$ cat config.mk
export PLATFORM = sky130hd
export DESIGN_NAME = guess_entry_flat
export DESIGN_NICKNAME = d
export VERILOG_FILES = /design/src/rtl/guess_entry_if.sv /design/src/rtl/guess_entry.sv /design/src/flat_wrapper.sv
export SDC_FILE = /design/constraint.sdc
export NUM_CORES = 1
export LEC_CHECK = 0
export BUFFER_PORTS_ARGS = -buffer_cell sky130_fd_sc_hd__buf_2
export CAP_MARGIN = 25
export CORE_MARGIN = 1
export CORE_UTILIZATION = 35
export CTS_BUF_LIST = sky130_fd_sc_hd__clkbuf_4
export CTS_CLUSTER_DIAMETER = 150
export CTS_CLUSTER_SIZE = 16
export DETAILED_ROUTE_END_ITERATION = 7
export HOLD_SLACK_MARGIN = 0.1
export PLACE_DENSITY = 0.62
export SLEW_MARGIN = 20
export SYNTH_ARGS = -nofsm -noshare
export SYNTH_HDL_FRONTEND = slang
export SYNTH_SLANG_ARGS = --single-unit
$ cat constraint.sdc
create_clock -name clk -period 3.3 [get_ports clk]
set_clock_uncertainty 0.2 [all_clocks]
set_input_delay 0.165 -clock clk [delete_from_list [all_inputs] [get_ports clk]]
set_output_delay 0.165 -clock clk [all_outputs]
set_load 0.01 [all_outputs]
$ cat src/rtl/guess_entry_if.sv
// -----------------------------------------------------------------------------
// guess_entry_if
// Bundles the keypad-side key strobe and the commit bus presented to the game
// controller.
//   key_valid / key_code : one-cycle key strobe from the keypad decoder
//   oNum1..oNum3         : digits of the last committed entry
//   oNumRdy              : one-cycle commit pulse
// master : keypad/controller side (drives keys, observes commits)
// slave  : guess_entry side (samples keys, drives commits)
// -----------------------------------------------------------------------------
interface guess_entry_if;
    logic       key_valid;
    logic [3:0] key_code;
    logic [3:0] oNum1;
    logic [3:0] oNum2;
    logic [3:0] oNum3;
    logic       oNumRdy;

    modport master (
        output key_valid,
        output key_code,
        input  oNum1,
        input  oNum2,
        input  oNum3,
        input  oNumRdy
    );

    modport slave (
        input  key_valid,
        input  key_code,
        output oNum1,
        output oNum2,
        output oNum3,
        output oNumRdy
    );
endinterface

$ cat src/rtl/guess_entry.sv
// -----------------------------------------------------------------------------
// guess_entry
// Three-digit entry buffer between the keypad decoder and the game controller.
// Digits are appended in order, backspace removes the newest digit, clear
// empties the buffer, and ENTER on a full buffer commits the three digits to
// the controller with a one-cycle pulse. The first commit after reset is the
// secret answer; every later commit is a guess and is counted.
// Ports:
//   clk        : system clock, rising edge
//   reset      : asynchronous active-low reset
//   bus        : key strobe in, committed digits + ready pulse out
//   oDig1..3   : live buffer contents for echo display (0 when empty)
//   oDigCnt    : number of buffered digits (0..3)
//   oErr       : one-cycle pulse when a key is rejected
//   oGuessCnt  : guesses committed after the answer, saturating at GUESS_MAX
//   oLocked    : high once oGuessCnt reaches GUESS_MAX
// -----------------------------------------------------------------------------
module guess_entry #(
    parameter int ALLOW_REPEAT = 0,
    parameter int GUESS_MAX    = 15
) (
    input  logic         clk,
    input  logic         reset,
    guess_entry_if.slave bus,
    output logic [3:0]   oDig1,
    output logic [3:0]   oDig2,
    output logic [3:0]   oDig3,
    output logic [1:0]   oDigCnt,
    output logic         oErr,
    output logic [3:0]   oGuessCnt,
    output logic         oLocked
);

    localparam logic [3:0] KEY_BKSP  = 4'hA;
    localparam logic [3:0] KEY_ENTER = 4'hB;
    localparam logic [3:0] KEY_CLEAR = 4'hC;
    localparam logic [3:0] KEY_ILL_D = 4'hD;
    localparam logic [3:0] KEY_ILL_E = 4'hE;
    localparam logic [3:0] KEY_ILL_F = 4'hF;
    localparam logic [3:0] GMAX      = GUESS_MAX[3:0];
    localparam logic       REPEAT_CHECK = (ALLOW_REPEAT == 0);

    // Encoding equals the fill level so it can be driven straight onto oDigCnt.
    typedef enum logic [1:0] {
        EMPTY = 2'd0,
        ONE   = 2'd1,
        TWO   = 2'd2,
        FULL  = 2'd3
    } state_e;

    state_e     state_r, state_s;
    logic [3:0] dig1_r, dig2_r, dig3_r;
    logic [3:0] dig1_s, dig2_s, dig3_s;
    logic [3:0] num1_r, num2_r, num3_r;
    logic [3:0] num1_s, num2_s, num3_s;
    logic       rdy_r, rdy_s;
    logic       err_r, err_s;
    logic [3:0] gcnt_r, gcnt_s;
    logic       locked_r, locked_s;
    logic       ans_r, ans_s;

    // True when digit d already occupies one of the first cnt buffer slots.
    // Empty slots read as 0, so only filled slots may take part.
    function automatic logic is_dup(input logic [3:0] d, input logic [1:0] cnt,
                                    input logic [3:0] b1, input logic [3:0] b2,
                                    input logic [3:0] b3);
        return ((cnt >= 2'd1) && (d == b1)) ||
               ((cnt >= 2'd2) && (d == b2)) ||
               ((cnt >= 2'd3) && (d == b3));
    endfunction

    // State and datapath registers.
    always_ff @(posedge clk or negedge reset) begin
        if (!reset) begin
            state_r  <= EMPTY;
            dig1_r   <= 4'h0;
            dig2_r   <= 4'h0;
            dig3_r   <= 4'h0;
            num1_r   <= 4'h0;
            num2_r   <= 4'h0;
            num3_r   <= 4'h0;
            rdy_r    <= 1'b0;
            err_r    <= 1'b0;
            gcnt_r   <= 4'h0;
            locked_r <= 1'b0;
            ans_r    <= 1'b0;
        end else begin
            state_r  <= state_s;
            dig1_r   <= dig1_s;
            dig2_r   <= dig2_s;
            dig3_r   <= dig3_s;
            num1_r   <= num1_s;
            num2_r   <= num2_s;
            num3_r   <= num3_s;
            rdy_r    <= rdy_s;
            err_r    <= err_s;
            gcnt_r   <= gcnt_s;
            locked_r <= locked_s;
            ans_r    <= ans_s;
        end
    end

    // Key decode: next state, buffer edits, commit and error pulses.
    always_comb begin
        state_s  = state_r;
        dig1_s   = dig1_r;
        dig2_s   = dig2_r;
        dig3_s   = dig3_r;
        num1_s   = num1_r;
        num2_s   = num2_r;
        num3_s   = num3_r;
        rdy_s    = 1'b0;
        err_s    = 1'b0;
        gcnt_s   = gcnt_r;
        ans_s    = ans_r;
        locked_s = locked_r;

        if (bus.key_valid) begin
            case (bus.key_code)
                KEY_BKSP: begin
                    case (state_r)
                        ONE: begin
                            dig1_s  = 4'h0;
                            state_s = EMPTY;
                        end
                        TWO: begin
                            dig2_s  = 4'h0;
                            state_s = ONE;
                        end
                        FULL: begin
                            dig3_s  = 4'h0;
                            state_s = TWO;
                        end
                        default: err_s = 1'b1;
                    endcase
                end
                KEY_ENTER: begin
                    if ((state_r == FULL) && !locked_r) begin
                        num1_s  = dig1_r;
                        num2_s  = dig2_r;
                        num3_s  = dig3_r;
                        rdy_s   = 1'b1;
                        dig1_s  = 4'h0;
                        dig2_s  = 4'h0;
                        dig3_s  = 4'h0;
                        state_s = EMPTY;
                        // First commit is the answer and is not a guess.
                        if (!ans_r) begin
                            ans_s = 1'b1;
                        end else if (gcnt_r < GMAX) begin
                            gcnt_s = gcnt_r + 4'd1;
                        end else begin
                            gcnt_s = gcnt_r;
                        end
                    end else begin
                        err_s = 1'b1;
                    end
                end
                KEY_CLEAR: begin
                    dig1_s  = 4'h0;
                    dig2_s  = 4'h0;
                    dig3_s  = 4'h0;
                    state_s = EMPTY;
                end
                // Codes outside the keypad alphabet are rejected like any bad key.
                KEY_ILL_D, KEY_ILL_E, KEY_ILL_F: begin
                    err_s = 1'b1;
                end
                default: begin
                    if (state_r == FULL) begin
                        err_s = 1'b1;
                    end else if (REPEAT_CHECK &&
                                 is_dup(bus.key_code, state_r, dig1_r, dig2_r, dig3_r)) begin
                        err_s = 1'b1;
                    end else begin
                        case (state_r)
                            EMPTY: begin
                                dig1_s  = bus.key_code;
                                state_s = ONE;
                            end
                            ONE: begin
                                dig2_s  = bus.key_code;
                                state_s = TWO;
                            end
                            TWO: begin
                                dig3_s  = bus.key_code;
                                state_s = FULL;
                            end
                            default: err_s = 1'b1;
                        endcase
                    end
                end
            endcase
        end else begin
            state_s = state_r;
        end

        // Registered alongside the count so it never lags it by a cycle.
        locked_s = (gcnt_s == GMAX);
    end

    assign bus.oNum1   = num1_r;
    assign bus.oNum2   = num2_r;
    assign bus.oNum3   = num3_r;
    assign bus.oNumRdy = rdy_r;
    assign oDig1       = dig1_r;
    assign oDig2       = dig2_r;
    assign oDig3       = dig3_r;
    assign oDigCnt     = state_r;
    assign oErr        = err_r;
    assign oGuessCnt   = gcnt_r;
    assign oLocked     = locked_r;

endmodule
$ cat src/flat_wrapper.sv
// flat-port wrapper written by rule: the top's interface ports become plain ports
module guess_entry_flat 
#(
    parameter int ALLOW_REPEAT = 0,
    parameter int GUESS_MAX    = 15
)
  (clk, reset, oDig1, oDig2, oDig3, oDigCnt, oErr, oGuessCnt, oLocked, bus_key_valid, bus_key_code, bus_oNum1, bus_oNum2, bus_oNum3, bus_oNumRdy);
  guess_entry_if bus_i ();
  input  logic clk;
  input  logic reset;
  output logic [3:0] oDig1;
  output logic [3:0] oDig2;
  output logic [3:0] oDig3;
  output logic [1:0] oDigCnt;
  output logic oErr;
  output logic [3:0] oGuessCnt;
  output logic oLocked;
  input wire logic [$bits(bus_i.key_valid)-1:0] bus_key_valid;
  input wire logic [$bits(bus_i.key_code)-1:0] bus_key_code;
  output wire logic [$bits(bus_i.oNum1)-1:0] bus_oNum1;
  output wire logic [$bits(bus_i.oNum2)-1:0] bus_oNum2;
  output wire logic [$bits(bus_i.oNum3)-1:0] bus_oNum3;
  output wire logic [$bits(bus_i.oNumRdy)-1:0] bus_oNumRdy;
  assign bus_i.key_valid = bus_key_valid;
  assign bus_i.key_code = bus_key_code;
  assign bus_oNum1 = bus_i.oNum1;
  assign bus_oNum2 = bus_i.oNum2;
  assign bus_oNum3 = bus_i.oNum3;
  assign bus_oNumRdy = bus_i.oNumRdy;
  guess_entry #(.ALLOW_REPEAT(ALLOW_REPEAT), .GUESS_MAX(GUESS_MAX)) u_core (.clk(clk), .reset(reset), .bus(bus_i), .oDig1(oDig1), .oDig2(oDig2), .oDig3(oDig3), .oDigCnt(oDigCnt), .oErr(oErr), .oGuessCnt(oGuessCnt), .oLocked(oLocked));
endmodule
Word-level counts from Yosys, hierarchy flattened
Index checks and enable logic that the tools add are counted.
Widths: inputs -> output; s select.
Storage, ports and cells
  input port bits: 7
  logic and storage cells: 95
  register bits: 34
  output and inout port bits: 33
Cells by class
  muxes and demuxes: 37
  reductions and logical operators: 20
  eq/ne operators: 20
  add/sub/neg operators: 1
  magnitude comparators: 4
  bitwise logic cells: 1
Operators with widths (number)
  $mux 4: 18
  $pmux 4 s4: 3
  $eq 4x4->1 const B: 7
  $reduce_and 7->1: 4
  $eq 4x4->1: 3
  $pmux 2 s3: 2
  $reduce_bool 4->1: 3
  $mux 1: 9
  $reduce_or 3->1: 3
  $ne 2x1->1 const B: 4
  $ne 4x4->1 const B: 2
  $pmux 2 s4: 1
  $mux 2: 3
  $reduce_bool 6->1: 1
  $add 4x1->4 const B: 1
  $eq 2x2->1 const B: 2
  $ge 2x2->1 const B: 2
  $logic_and 1x1->1: 4
  $lt 4x4->1 const B: 1
  $ne 4x1->1 const B: 1
  $pmux 1 s4: 1
  $reduce_and 3->1: 1
  $eq 2x1->1 const B: 1
  $ge 2x1->1 const B: 1
  other kinds (4): 5

Depth between registers and ports, before layout
  depth in word-level cells: 8
  depth in mapped cells: 8
  gate-level depth less buffers: 7

Least setup slack after synthesis
No wires, ideal clock.
  path type: register to register
  from: register u_core.state_r[0], in the netlist u_core.oDigCnt[0]
  to: register u_core.dig2_r[0], in the netlist u_core.oDig2[0]
  path buffers: 1
  period minus slack after synthesis: 2.519 ns
  setup time: 0.125 ns
  setup slack: 0.781 ns
  arrival time: 2.194 ns
  cell stages (with the launch flop): 9
  required time: 2.975 ns
  path through: dfrtp_1 > inv_1 > ha_1 > nor2_1 > nor4_1 > a22o_1 > or4_1 > buf_2 > mux2_4
On the way
  cells in the longest elaborated chain, start to end: 6
  elaborated cells on any way between the ends: 18
  classes of those cells: order compare (3); eq/ne (7); reduce/logical (8)
RTL lines
  start: declaration: RTL line guess_entry.sv:51  | state_e state_r, state_s;
  start signal: assignment: RTL line guess_entry.sv:88  | state_r <= state_s;
  $ge 2x1->1 or $ge 2x2->1 (tied branches): RTL line guess_entry.sv:67, guess_entry.sv:68
  $logic_and 1x1->1, on equally long branches: RTL line guess_entry.sv:67, guess_entry.sv:68
  $logic_or 1x1->1: RTL line guess_entry.sv:67  | return ((cnt >= 2'd1) && (d == b1)) ||
  $logic_or 1x1->1: RTL line guess_entry.sv:68  | ((cnt >= 2'd2) && (d == b2)) ||
  $ne 4x4->1 (no source line)
  $reduce_and 7->1 (no source line) (*)
  end signal: assignment: RTL line guess_entry.sv:90  | dig2_r <= dig2_s;
  end: declaration: RTL line guess_entry.sv:52  | logic [3:0] dig1_r, dig2_r, dig3_r;
Every way passes the cells marked *; elsewhere a longest branch is shown, timed or not.
A chain may end at the register's enable or synchronous reset.

Final worst setup path
  from: register u_core.state_r[0], in the netlist u_core.oDigCnt[0]
  to: register u_core.dig2_r[1], in the netlist u_core.oDig2[1]
The elaborated chain is that of the path after synthesis.

==> results.cfg <==
[critical_path]
path_class = register to register
critPathCaptureType = register
critPathArrivalTime_ps = 2690
cp.required_ps = 3330
reg2reg_depth = 7
r2r-start = u_core.oDigCnt[0]$_DFFE_PN0P_
r2r-end = u_core.oDig2[1]$_DFFE_PN0P_
critical_path.max_fanout = 6
reg2reg_slack_ps = 640
start_kind = register

[synthesis]
netlist_instances = 153
ys_async_sr_fraction_pct = 100.0
yosysUniqueCellTypes = 42
yosys.area.top_type = dfrtp_1
ys_ff_latch = 34
synth_nets = 168
yosysMostFrequentCell = dfrtp_1
synth_top_cell_area_share_pct = 46.51
ys_warn_count = 0
netlist_area_um2 = 1829
ys.flop_type = dfrtp_1
yosys-top-cells-area = dfrtp_1, mux2_2, ha_1
ys_seq_area_share_pct = 46.51
synth_edf_count = 0
ys_top_cells_by_count = dfrtp_1, mux2_2, ha_1, nor2_1, xor2_1
syn_avg_cell_area_um2 = 11.96

[timing]
finalHoldViolCount = 0
setup_violations = 0
rsz0062_at_grt = no
slew_headroom_pct = 49.22
max_freq_mhz = 375.6
slew_violations = 0
finalCritPeriodShare_pct = 80.69
setup_tns_ps = 0
post-route-min-period_ps = 2663
worst_pin_slew_ps = 761.6

[layout]
antenna_cells = 0
drive_above_1_share_pct = 40.10
fin_area_um2 = 2206
area_delta_synth_final_pct = 20.59
fin_nets = 211

[hold_path]
hold_path_depth = 3
hold_path.class = input port to register
min_to = u_core.oDig2[2]$_DFFE_PN0P_
hp-start = bus_key_code[2]

[routing]
drcViolationCount = 0
drtIter0Drc = 209
vias = 1352
dr.pass1.iters = 4
postRouteAntennaNets = 0
wl_mm = 3.957
vias_per_cell = 5.121
wl_per_cell_um = 14.99

[clock_tree]
cts_buffer_depth = 2
clk-insertion-delay-late_ps = 340
cts.repair.resized = 0
cts_setup_buffers = 0
numCtsBuffers = 5
clock-sinks = 34
htree_num_levels = 2
tritoncts = yes
cts-root-buf = clkbuf_4
clkTransAtPathRegs_ps = 110

[floorplan]
num_io_pins = 40
coreArea_um2 = 4880
die_h_um = 74.30
dieArea_um2 = 5520
initial_utilization_pct = 37.49
row_count = 25
chipWidth_um = 74.30

[pwr]
ir_drop_mv = 0.3948
leakage_nw = 1.116
powerDensity_nw_per_um2 = 841.7

[global_route]
antenna_found_initial = 0
grt_use_total_pct = 16.15
grt_pass1_vias = 1324
grt_max_degree = 35
grt_remaining_overflow = 0
grt_pass1_wl_mm = 6.624

[placed_design]
dp_hpwl_mm = 2.870
port_buffers = 39
gp_congestion = 0.9563
dpl_cell_area_um2 = 2069

[run]
max_cap_viol_count = 0

[outcome]
status = finished, final reports clean
==> power by group <==
part,internal (mW),total (mW),switching [mW]
Sequential,0.576,0.726,0.150
Clock,0.237,0.388,0.151
Combinational,0.381,0.743,0.362
Total,1.19,1.86,0.663
==> how the worst max path moves through the flow <==
stage                                  start                     endpoint  cells after the start
2_1_floorplan  u_core.oDigCnt[0]$_DFFE_PN0P_  u_core.oDig2[0]$_DFFE_PN0P_                      8
5_1_grt        u_core.oDigCnt[0]$_DFFE_PN0P_  u_core.oDig2[3]$_DFFE_PN0P_                      6
3_3_place_gp   u_core.oDigCnt[1]$_DFFE_PN0P_  u_core.oDig2[2]$_DFFE_PN0P_                      6
3_5_place_dp   u_core.oDigCnt[0]$_DFFE_PN0P_  u_core.oDig2[2]$_DFFE_PN0P_                      7
6_report       u_core.oDigCnt[0]$_DFFE_PN0P_  u_core.oDig2[1]$_DFFE_PN0P_                      7
4_1_cts        u_core.oDigCnt[0]$_DFFE_PN0P_  u_core.oDig2[1]$_DFFE_PN0P_                      6
==> flip-flops by register name, summed over array words and instances (netlist names) <==
register / flops
u_core.oDig1: 4
u_core.oDigCnt: 2
u_core.oErr: 1
u_core.oDig3: 4
u_core.bus.oNum1: 4
u_core.oLocked: 1
u_core.oGuessCnt: 4
u_core.bus.oNum3: 4
u_core.ans_r: 1
u_core.bus.oNum2: 4
u_core.bus.oNumRdy: 1
u_core.oDig2: 4
==> final cells by class <==
type,count,area (µm²)
inverters,5,18.77
clock inverters,3,68.82
repair buffers,43,232.7
clock buffers,5,37.54
fillers,484,2674
well taps,67,83.83
multi-input cells,107,913.4
flip-flops and latches,34,850.8
==> timing repair <==
action,CTS,global route
hold buffers,3,0
setup endpoints to repair,0,0
hold endpoints to repair,35,0
==> stage by stage <==
stage | util (%) | power (mW) | worst slack (ps) | hold slack (ps) | instances
2_1_floorplan | - | 1.204 | 781.0 | -330.6 | 153
3_3_place_gp | 42.41 | 1.455 | 709.6 | 80.35 | 253
3_5_place_dp | 42.41 | 1.473 | 655.5 | 81.43 | 253
4_1_cts | 45.21 | 1.874 | 642.1 | 211.6 | 264
5_1_grt | 45.21 | 1.998 | 474.2 | 227.1 | 264
6_report | 45.21 | 1.857 | 637.3 | 213.8 | 264
==> critical path, stage by stage (launching register included) <==
cell and delay [ps]:
dfrtp_1 450, inv_1 120, ha_1 270, nor2_1 160, nor4_1 90, a22o_1 230
or4_1 690, mux2_4 350
==> cell families (layout without fill, tap and decap cells) <==
logic type	Yosys count	in the layout	synth area share, %
AND/OR/NAND/NOR	39	39	13.68
flip-flops	34	34	46.51
multiplexers	29	29	18.33
AO/OA/AOI/OAI	22	22	8.140
buffers and inverters	12	56	3.557
XOR/XNOR	9	9	4.309
adder cells (fa/ha/maj)	8	8	5.472
==> layout by cell type, fill, tap and decap left out, drive strengths merged, types with 2 or more instances in the layout <==
master       count
a21boi           2
a21oi            2
a22o             2
a22oi            2
and2             3
buf             40
bufinv           2
clkbuf           5
dfrtp           34
dlygate4sd3      3
ha               8
inv              5
mux2            24
mux2i            5
nand2            3
nand3            4
nand4            2
nor2             9
nor3             2
nor4             3
nor4bb           2
o21ai            6
o22ai            3
or4              2
xor2             8
==> routing by layer <==
metal | wire [µm] | track usage, % | up-vias
met5 | 0 | 0 | -
met4 | 23 | 4.403 | 0
met3 | 298 | 4.878 | 2
met2 | 1774 | 24.44 | 52
met1 | 1861 | 22.59 | 656
li1 | - | - | 642
Note: power is estimated with default switching activity, not from simulation.
